<file path="config.mk">
export PLATFORM = sky130hd
export DESIGN_NAME = pipe_stage_buf
export DESIGN_NICKNAME = d
export VERILOG_FILES = /design/src/rtl/pipe_stage_buf.sv
export SDC_FILE = /design/constraint.sdc
export NUM_CORES = 2
export LEC_CHECK = 0
export CORE_UTILIZATION = 35
export DETAILED_ROUTE_END_ITERATION = 10
export SKIP_LAST_GASP = 1
export SLEW_MARGIN = 10
export SYNTH_ARGS = -nofsm -noshare
export SYNTH_HDL_FRONTEND = slang
export SYNTH_SLANG_ARGS = --single-unit
</file>
<file path="constraint.sdc">
create_clock -name clk -period 3.18 [get_ports clk]
set_input_delay 0.636 -clock clk [delete_from_list [all_inputs] [get_ports clk]]
set_output_delay 0.636 -clock clk [all_outputs]
set_load 0.01 [all_outputs]
</file>
<file path="src/rtl/pipe_stage_buf.sv">
// rtl/pipe_stage_buf.sv - valid/ready pipeline stage register with one-entry skid buffer
// Exception bubbling, flush, and saturating stall/kill counters.
module pipe_stage_buf #(
  parameter int PC_W   = 64,
  parameter int INST_W = 32,
  parameter int CTRL_W = 24,
  parameter int DATA_W = 256,
  parameter int CNT_W  = 16
) (
  input  logic              clk,
  input  logic              rst_n,
  input  logic              flush,
  input  logic              in_valid,
  output logic              in_ready,
  input  logic              in_except,
  input  logic [PC_W-1:0]   in_pc,
  input  logic [INST_W-1:0] in_inst,
  input  logic [CTRL_W-1:0] in_ctrl,
  input  logic [DATA_W-1:0] in_data,
  output logic              out_valid,
  input  logic              out_ready,
  output logic              out_except,
  output logic [PC_W-1:0]   out_pc,
  output logic [INST_W-1:0] out_inst,
  output logic [CTRL_W-1:0] out_ctrl,
  output logic [DATA_W-1:0] out_data,
  output logic [1:0]        occupancy,
  output logic [CNT_W-1:0]  stall_cnt,
  output logic [CNT_W-1:0]  kill_cnt
);

  // State encoding doubles as the resident-entry count.
  typedef enum logic [1:0] {
    S_EMPTY = 2'd0,
    S_MAIN  = 2'd1,
    S_FULL  = 2'd2
  } state_e;

  typedef struct packed {
    logic              except;
    logic [PC_W-1:0]   pc;
    logic [INST_W-1:0] inst;
    logic [CTRL_W-1:0] ctrl;
    logic [DATA_W-1:0] data;
  } entry_t;

  state_e            state_q;
  entry_t            main_q;
  entry_t            skid_q;
  entry_t            in_ent;
  logic [CNT_W-1:0]  stall_q, stall_d;
  logic [CNT_W-1:0]  kill_q, kill_d;
  logic [CNT_W:0]    kill_sum;
  logic [1:0]        kill_inc;
  logic              accept;
  logic              fire;

  assign in_ready  = (state_q != S_FULL);
  assign out_valid = (state_q != S_EMPTY);
  assign occupancy = state_q;
  assign accept    = in_valid & in_ready;
  assign fire      = out_valid & out_ready;

  assign out_except = main_q.except;
  assign out_pc     = main_q.pc;
  assign out_inst   = main_q.inst;
  assign out_ctrl   = main_q.ctrl;
  assign out_data   = main_q.data;
  assign stall_cnt  = stall_q;
  assign kill_cnt   = kill_q;

  // An excepting entry travels as a bubble: identity kept, side effects zeroed.
  always_comb begin
    in_ent.except = in_except;
    in_ent.pc     = in_pc;
    in_ent.inst   = in_inst;
    in_ent.ctrl   = in_except ? '0 : in_ctrl;
    in_ent.data   = in_except ? '0 : in_data;
  end

  always_comb begin
    stall_d = stall_q;
    if (out_valid && !out_ready && (stall_q != {CNT_W{1'b1}}))
      stall_d = stall_q + CNT_W'(1);
    kill_inc = occupancy - {1'b0, fire};
    kill_sum = {1'b0, kill_q} + {{(CNT_W-1){1'b0}}, kill_inc};
    kill_d   = kill_q;
    if (flush)
      kill_d = kill_sum[CNT_W] ? {CNT_W{1'b1}} : kill_sum[CNT_W-1:0];
  end

  always_ff @(posedge clk or negedge rst_n) begin
    if (!rst_n) begin
      stall_q <= '0;
      kill_q  <= '0;
    end else begin
      stall_q <= stall_d;
      kill_q  <= kill_d;
    end
  end

  always_ff @(posedge clk or negedge rst_n) begin
    if (!rst_n) begin
      state_q <= S_EMPTY;
      main_q  <= '0;
      skid_q  <= '0;
    end else if (flush) begin
      state_q <= S_EMPTY;
      main_q  <= '0;
      skid_q  <= '0;
    end else begin
      case (state_q)
        S_EMPTY: begin
          if (accept) begin
            main_q  <= in_ent;
            state_q <= S_MAIN;
          end
        end
        S_MAIN: begin
          if (accept && fire) begin
            main_q <= in_ent;
          end else if (accept) begin
            skid_q  <= in_ent;
            state_q <= S_FULL;
          end else if (fire) begin
            main_q  <= '0;
            state_q <= S_EMPTY;
          end
        end
        S_FULL: begin
          if (fire) begin
            main_q  <= skid_q;
            skid_q  <= '0;
            state_q <= S_MAIN;
          end
        end
        default: state_q <= S_EMPTY;
      endcase
    end
  end

endmodule

</file>
# Word level (Yosys, flattened, before mapping)
# Index checks and enable logic that the tools add are counted.
[classes]
n_addsub = 3
n_bitwise = 2
mux = 20
reduce_logical = 11
eq_ne = 11
[op_table]
columns = ["op", "count"]
rows = [
  ["two-way mux 377 bit", 8],
  ["one-hot mux 377 bit (3 select lines)", 1],
  ["one-hot mux 377 bit (2 select lines)", 1],
  ["two-way mux 256 bit", 1],
  ["two-way mux 24 bit", 1],
  ["adder 16 x 2 -> 17 bit", 1],
  ["adder 16 x 1 -> 16 bit (second input constant)", 1],
  ["two-way mux 16 bit", 1],
  ["inequality test 16 bit (second input constant)", 1],
  ["two-way mux 2 bit", 6],
  ["inequality test 3 bit (second input constant)", 4],
  ["inequality test 4 bit (second input constant)", 3],
  ["AND reduction 4 bit", 2],
  ["one-hot mux 2 bit (3 select lines)", 1],
  ["AND reduction 5 bit", 1],
  ["nonzero test 4 bit", 1],
  ["logical AND 1 bit", 3],
  ["nonzero test 3 bit", 1],
  ["AND 1 bit", 2],
  ["equality test 2 x 1 -> 1 bit (second input constant)", 1],
  ["equality test 2 bit (second input constant)", 1],
  ["zero test 2 bit", 1],
  ["inequality test 2 bit (second input constant)", 1],
  ["nonzero test 2 bit", 1],
  ["other kinds (2)", 2],
]
[totals]
wordCells = 60
out_inout_bits = 413
in_bits = 382
register_bits = 788

# Longest topological paths before layout
[logic_depth]
ltp_word = 7
ltp_mapped = 14
depth_no_buf = 12

# Worst setup path after synthesis
# No wires, ideal clock.
[synth_path]
path_kind = "reg2reg"
start = "register state_q[0], in the netlist occupancy[0]"
end = "register kill_q[14], in the netlist kill_cnt[14]"
path_stages_with_launch = 15
period_less_slack_ps = 2987
slack_ps = 193
t_arrival_ps = 2905
n_path_buf = 2
required_ps = 3098
path_cell_list = "dfrtp_1 inv_1 ha_1 buf_2 nand2b_1 inv_1 ha_1 inv_1 ha_1 fa_1 nand4_1 nor3_1 nand2_1 clkbuf_1 a31oi_1"
[synth_via]
elab_chain_cells = 5
[synth_lines]
columns = ["item", "line", "text"]
rows = [
  ["start: declaration", "47", "state_e state_q;"],
  ["start signal: assignment", "104", "state_q <= S_EMPTY;"],
  ["start signal: assignment", "108", "state_q <= S_EMPTY;"],
  ["start signal: assignment", "116", "state_q <= S_MAIN;"],
  ["nonzero test 2 bit", "59", "assign out_valid = (state_q != S_EMPTY);"],
  ["AND 1 bit", "62", "assign fire = out_valid & out_ready;"],
  ["subtractor 2 x 1 -> 2 bit *", "85", "kill_inc = occupancy - {1'b0, fire};"],
  ["adder 16 x 2 -> 17 bit *", "86", "kill_sum = {1'b0, kill_q} + {{(CNT_W-1){1'b0}}, kill_inc};"],
  ["two-way mux 16 bit *", "89", "kill_d = kill_sum[CNT_W] ? {CNT_W{1'b1}} : kill_sum[CNT_W-1:0];"],
  ["end signal: assignment", "98", "kill_q <= kill_d;"],
  ["end: declaration", "52", "logic [CNT_W-1:0] kill_q, kill_d;"],
]
# Mark *: on every way between the ends. The rest lies on a longest branch, timed or not.
# A chain may end at the register's enable or synchronous reset.

# Worst setup path after layout
[layout_path]
start = "register state_q[0], in the netlist occupancy[0]"
end = "output in_ready"
[layout_via]
elab_chain_cells = 1
[layout_lines]
columns = ["item", "line", "text"]
rows = [
  ["inequality test 2 bit", "58", "assign in_ready = (state_q != S_FULL);"],
  ["end: declaration", "14", "output logic in_ready,"],
]
# No other way between the ends.

==> results.rst <==
.. list-table::
   :header-rows: 1

   * - Metric
     - Value
   * - Area share of the largest cell type after synthesis
     - between 50 and 60%
   * - Clock sink count
     - between 700 and 800
   * - Instance count after placement with tap cells included
     - around 5.8k
   * - Cell depth of the worst flop-to-flop path
     - 12
   * - Flip-flop and latch count after synthesis
     - a little under 800
   * - Result of the run
     - complete, no violations
   * - Crit-path cells
     - inv_1 -> ha_1 -> inv_1 -> clkdlybuf4s50_1
   * - Number of top-level pins
     - between 700 and 800
   * - Max Clk Rate
     - between 300 and 400 MHz
   * - Slowest stage cell on the critical path
     - clkdlybuf4s50_1
   * - Asr flop ratio synth
     - 100%
   * - Post-synth EDFFs
     - 0
   * - Average cell area after synthesis
     - between 9 and 10 sq um
   * - Count of distinct cell types in the synthesized netlist
     - 54
   * - Share of cells above drive strength 1
     - under 10%
   * - Multi-input gate area
     - between 10,000 and 15,000 sq um
   * - Netlist area before placement
     - around 36,000 sq um
   * - Type of the worst min-delay path
     - in -> reg
   * - Gr usage total
     - 24.3%
   * - Clock tree from TritonCTS
     - done
   * - Kind of critical path
     - reg -> out
   * - Avg WL per Cell
     - 21.5 microns
   * - Net count, final
     - roughly 4.9k
   * - Biggest cell delay along the critical path
     - 0.54 ns
   * - Sequential share of the synthesized area
     - between 50% and 60%
   * - Rel. slew slack
     - between 50% and 60%
   * - Root buffer cell
     - clkbuf_16
   * - Input/output buffers
     - between 700 and 800
   * - Min cycle time layout
     - 2.93 ns
   * - Non-Filler Instances
     - 5,972
   * - Global-route wire length before repair
     - 196,000 microns
   * - Post-route DRC
     - 0
   * - Layout overhead on the synthesized area
     - 35.7%
   * - Start of the worst register-to-register path
     - occupancy[0]
   * - Worst-Skew Late Latency
     - ~0.65 ns
   * - Max Slew Vio Count
     - 0
   * - Critical path's most frequent cell
     - inv_1
   * - Wire length on met2
     - between 60,000 and 70,000 microns
   * - Max-cap viol count
     - 0
   * - Via count of the first global-routing pass
     - 31.9k
   * - Post-detailed-route via-to-cell ratio
     - roughly 5.4
   * - Clock Tree Buf Depth
     - 3
   * - Ranking of synthesized cells by area
     - dfrtp_1 (55%), o41ai_1 (6.9%), a221oi_1 (6.8%)
   * - Clock buffers created by TritonCTS
     - 90
   * - Final core area utilization
     - roughly 48%
   * - Final Hold Fails
     - 0
   * - Die Span X
     - 322 microns
   * - WL met1
     - approximately 51,000 microns
   * - Top Layer Used
     - met5
   * - Worst setup SP type
     - register
   * - Number of buffers inserted by post-CTS setup repair
     - 0
   * - Prevailing post-synth register cell
     - dfrtp_1
   * - Critical path fanouts, max
     - 8
   * - Final count of negative-setup-slack endpoints
     - 0
   * - Antenna violations before repair
     - 23
   * - Detailed-route via count
     - between 30k and 40k
   * - Number of cells produced by synthesis
     - 3,874
   * - Pwr/cell area
     - ~850 nW/um^2
   * - Worst IR drop on VDD
     - roughly 0.52 mV
   * - Critical hold path startpoint
     - flush
   * - H-tree levels
     - 3
   * - Hpwl dp
     - around 87,000 microns
   * - Die height
     - between 300 and 400 microns
   * - Antenna viol nets, final
     - 0
   * - Flop-to-flop setup slack
     - approximately 0.26 ns
   * - Final cycle utilization of the critical path
     - 92.2%
   * - Clock slew at reported path FFs
     - ~0.06 ns
   * - Synthesis warning total
     - 0
   * - Slew at the pin closest to its max-slew limit
     - between 0.7 and 0.8 ns
   * - WHS Path Cells
     - 2
   * - Layout filler cell count
     - roughly 9.6k
   * - Core box area
     - between 100,000 and 150,000 sq um
   * - Final wirelength
     - 129,000 microns
   * - Unrepaired setup endpoints after global routing
     - no
   * - Worst reg2reg endpoint
     - kill_cnt[14]
   * - Leakage power of the design
     - 21.6 nW
   * - Initial cell density of the core
     - 35.3%
   * - Required time at the endpoint of the critical path
     - 2.54 ns
   * - Synth Net Count
     - roughly 4.3k
   * - Iteration count of the initial detailed-routing pass
     - 6
   * - Global-route congestion overflow total
     - 0
   * - Final worst clock skew
     - between 0.02 and 0.025 ns
   * - Met3 Routed Length
     - 9680 microns
   * - Area enclosed by the die boundary
     - 104,000 sq um
   * - Weighted congestion reported at the end of routability-driven placement
     - slightly above 0.8
   * - Number of rows in the core area
     - about 120
   * - First-iteration detailed-routing DRC count
     - between 2k and 3k
   * - Cell taking the most area after synthesis
     - dfrtp_1
   * - Endpoint arrival time on the critical path
     - between 2 and 2.5 ns
   * - Maximum number of pins on one net before global-route repair
     - roughly 130
   * - Footprint of the flip-flops and latches
     - around 20,000 sq um
   * - Destination of the worst hold path
     - out_data[54]
   * - Nature of the critical path endpoint
     - output pin
==> where the power goes <==
group	total [W]	switching, W	internal (W)
Combinational	0.0166	0.00954	0.00709
Clock	0.0105	0.00432	0.00617
Sequential	0.0142	0.00168	0.0125
Total	0.0414	0.0155	0.0258
==> synthesized netlist by cell type (3+ instances only) <==
cell type	count
o21ai_1	160
nor3_1	286
a31oi_1	7
o21ai_0	35
nand3_1	12
buf_2	99
inv_1	288
nand2_1	586
nand2b_1	4
xnor2_1	12
a21oi_1	10
o21a_1	4
o41ai_1	281
clkbuf_1	216
a22oi_1	97
buf_4	66
and4_1	3
a221oi_1	280
ha_1	7
and3_1	5
nand4_1	9
xor2_1	4
clkbuf_2	6
dfrtp_1	788
nor2_1	573
==> what timing repair did <==
item,CTS,global route
endpoints found under the hold margin,22,0
resized for setup,0,1
endpoints found under the setup margin,0,2
hold buffers,1,0
==> critical path, delay by kind of cell, from the launching register on <==
family | cells | cell delay, ns
flip-flops | 1 | 0.43
buffers and inverters | 3 | 0.82
adder cells (fa/ha/maj) | 1 | 0.40
==> cell type report <==
type | count | area share (%)
repair buffers | 947 | 20.3
clock buffers | 137 | 5.54
well taps | 1368 | 3.51
clock inverters | 23 | 0.560
inverters | 289 | 2.23
flip-flops and latches | 788 | 40.5
diodes | 12 | 0.0616
multi-input cells | 2408 | 27.3
==> registers in the layout (all words and copies together), names as in the netlist <==
name        cells
kill_cnt       16
occupancy       2
out_ctrl       24
out_data      256
out_except      1
out_inst       32
out_pc         64
skid_q        377
stall_cnt      16
==> routing by layer <==
metal | vias up | global-route usage [%]
met3 | 256 | 5.79
met1 | 16100 | 30.7
li1 | 15000 | -
met4 | 16 | 11.2
met2 | 1189 | 39.2
met5 | - | 0
==> kinds of logic (layout without fill, tap and decap cells) <==
logic type / Yosys count / in the layout / synth area share, %
AND/OR/NAND/NOR: 1491 / 1491 / 16.9
buffers and inverters: 678 / 1396 / 8.14
XOR/XNOR: 16 / 16 / 0.390
other: 0 / 12 / 0
AO/OA/AOI/OAI: 890 / 890 / 19.2
multiplexers: 3 / 3 / 0.0906
flip-flops: 788 / 788 / 54.9
adder cells (fa/ha/maj): 8 / 8 / 0.300
==> through the flow <==
step	area [sq um]	setup TNS (ns)	setup slack, ns	total power, W	hold WS [ns]
after floorplan	35900	0	0.193	0.0225	0.340
after detailed placement	45700	-0.438	-0.135	0.0310	0.460
after CTS	48700	0	0.183	0.0417	0.342
after global routing	48700	0	0.0202	0.0437	0.378
final	48700	0	0.248	0.0414	0.398
after global placement	45700	-0.155	-0.0665	0.0309	0.454
==> how the worst max path moves through the flow <==
| stage | from | end | slack [ns] | cells after the start |
|---|---|---|---|---|
| floorplan | occupancy[0] | kill_cnt[14] | 0.19 | 14 |
| finish | occupancy[0] | in_ready | 0.25 | 4 |
| global placement | out_ready | kill_cnt[14] | -0.07 | 11 |
| global route | occupancy[0] | kill_cnt[14] | 0.02 | 12 |
| detailed placement | out_ready | kill_cnt[14] | -0.13 | 11 |
| CTS | occupancy[0] | kill_cnt[14] | 0.18 | 12 |
==> placed cells by master, fill, tap and decap left out, types with 14 or more instances in the layout <==
master,netlist,final
a221oi_1,280,280
a22oi_1,97,97
buf_12,0,63
buf_4,66,89
clkbuf_1,216,21
clkbuf_16,0,91
clkbuf_8,0,25
clkdlybuf4s50_1,0,791
clkinv_2,0,14
dfrtp_1,788,788
inv_1,288,288
nand2_1,586,585
nor2_1,573,572
nor3_1,286,286
o21ai_0,35,35
o21ai_1,160,160
o41ai_1,281,281
No activity file was read; power rests on OpenSTA's default activity.
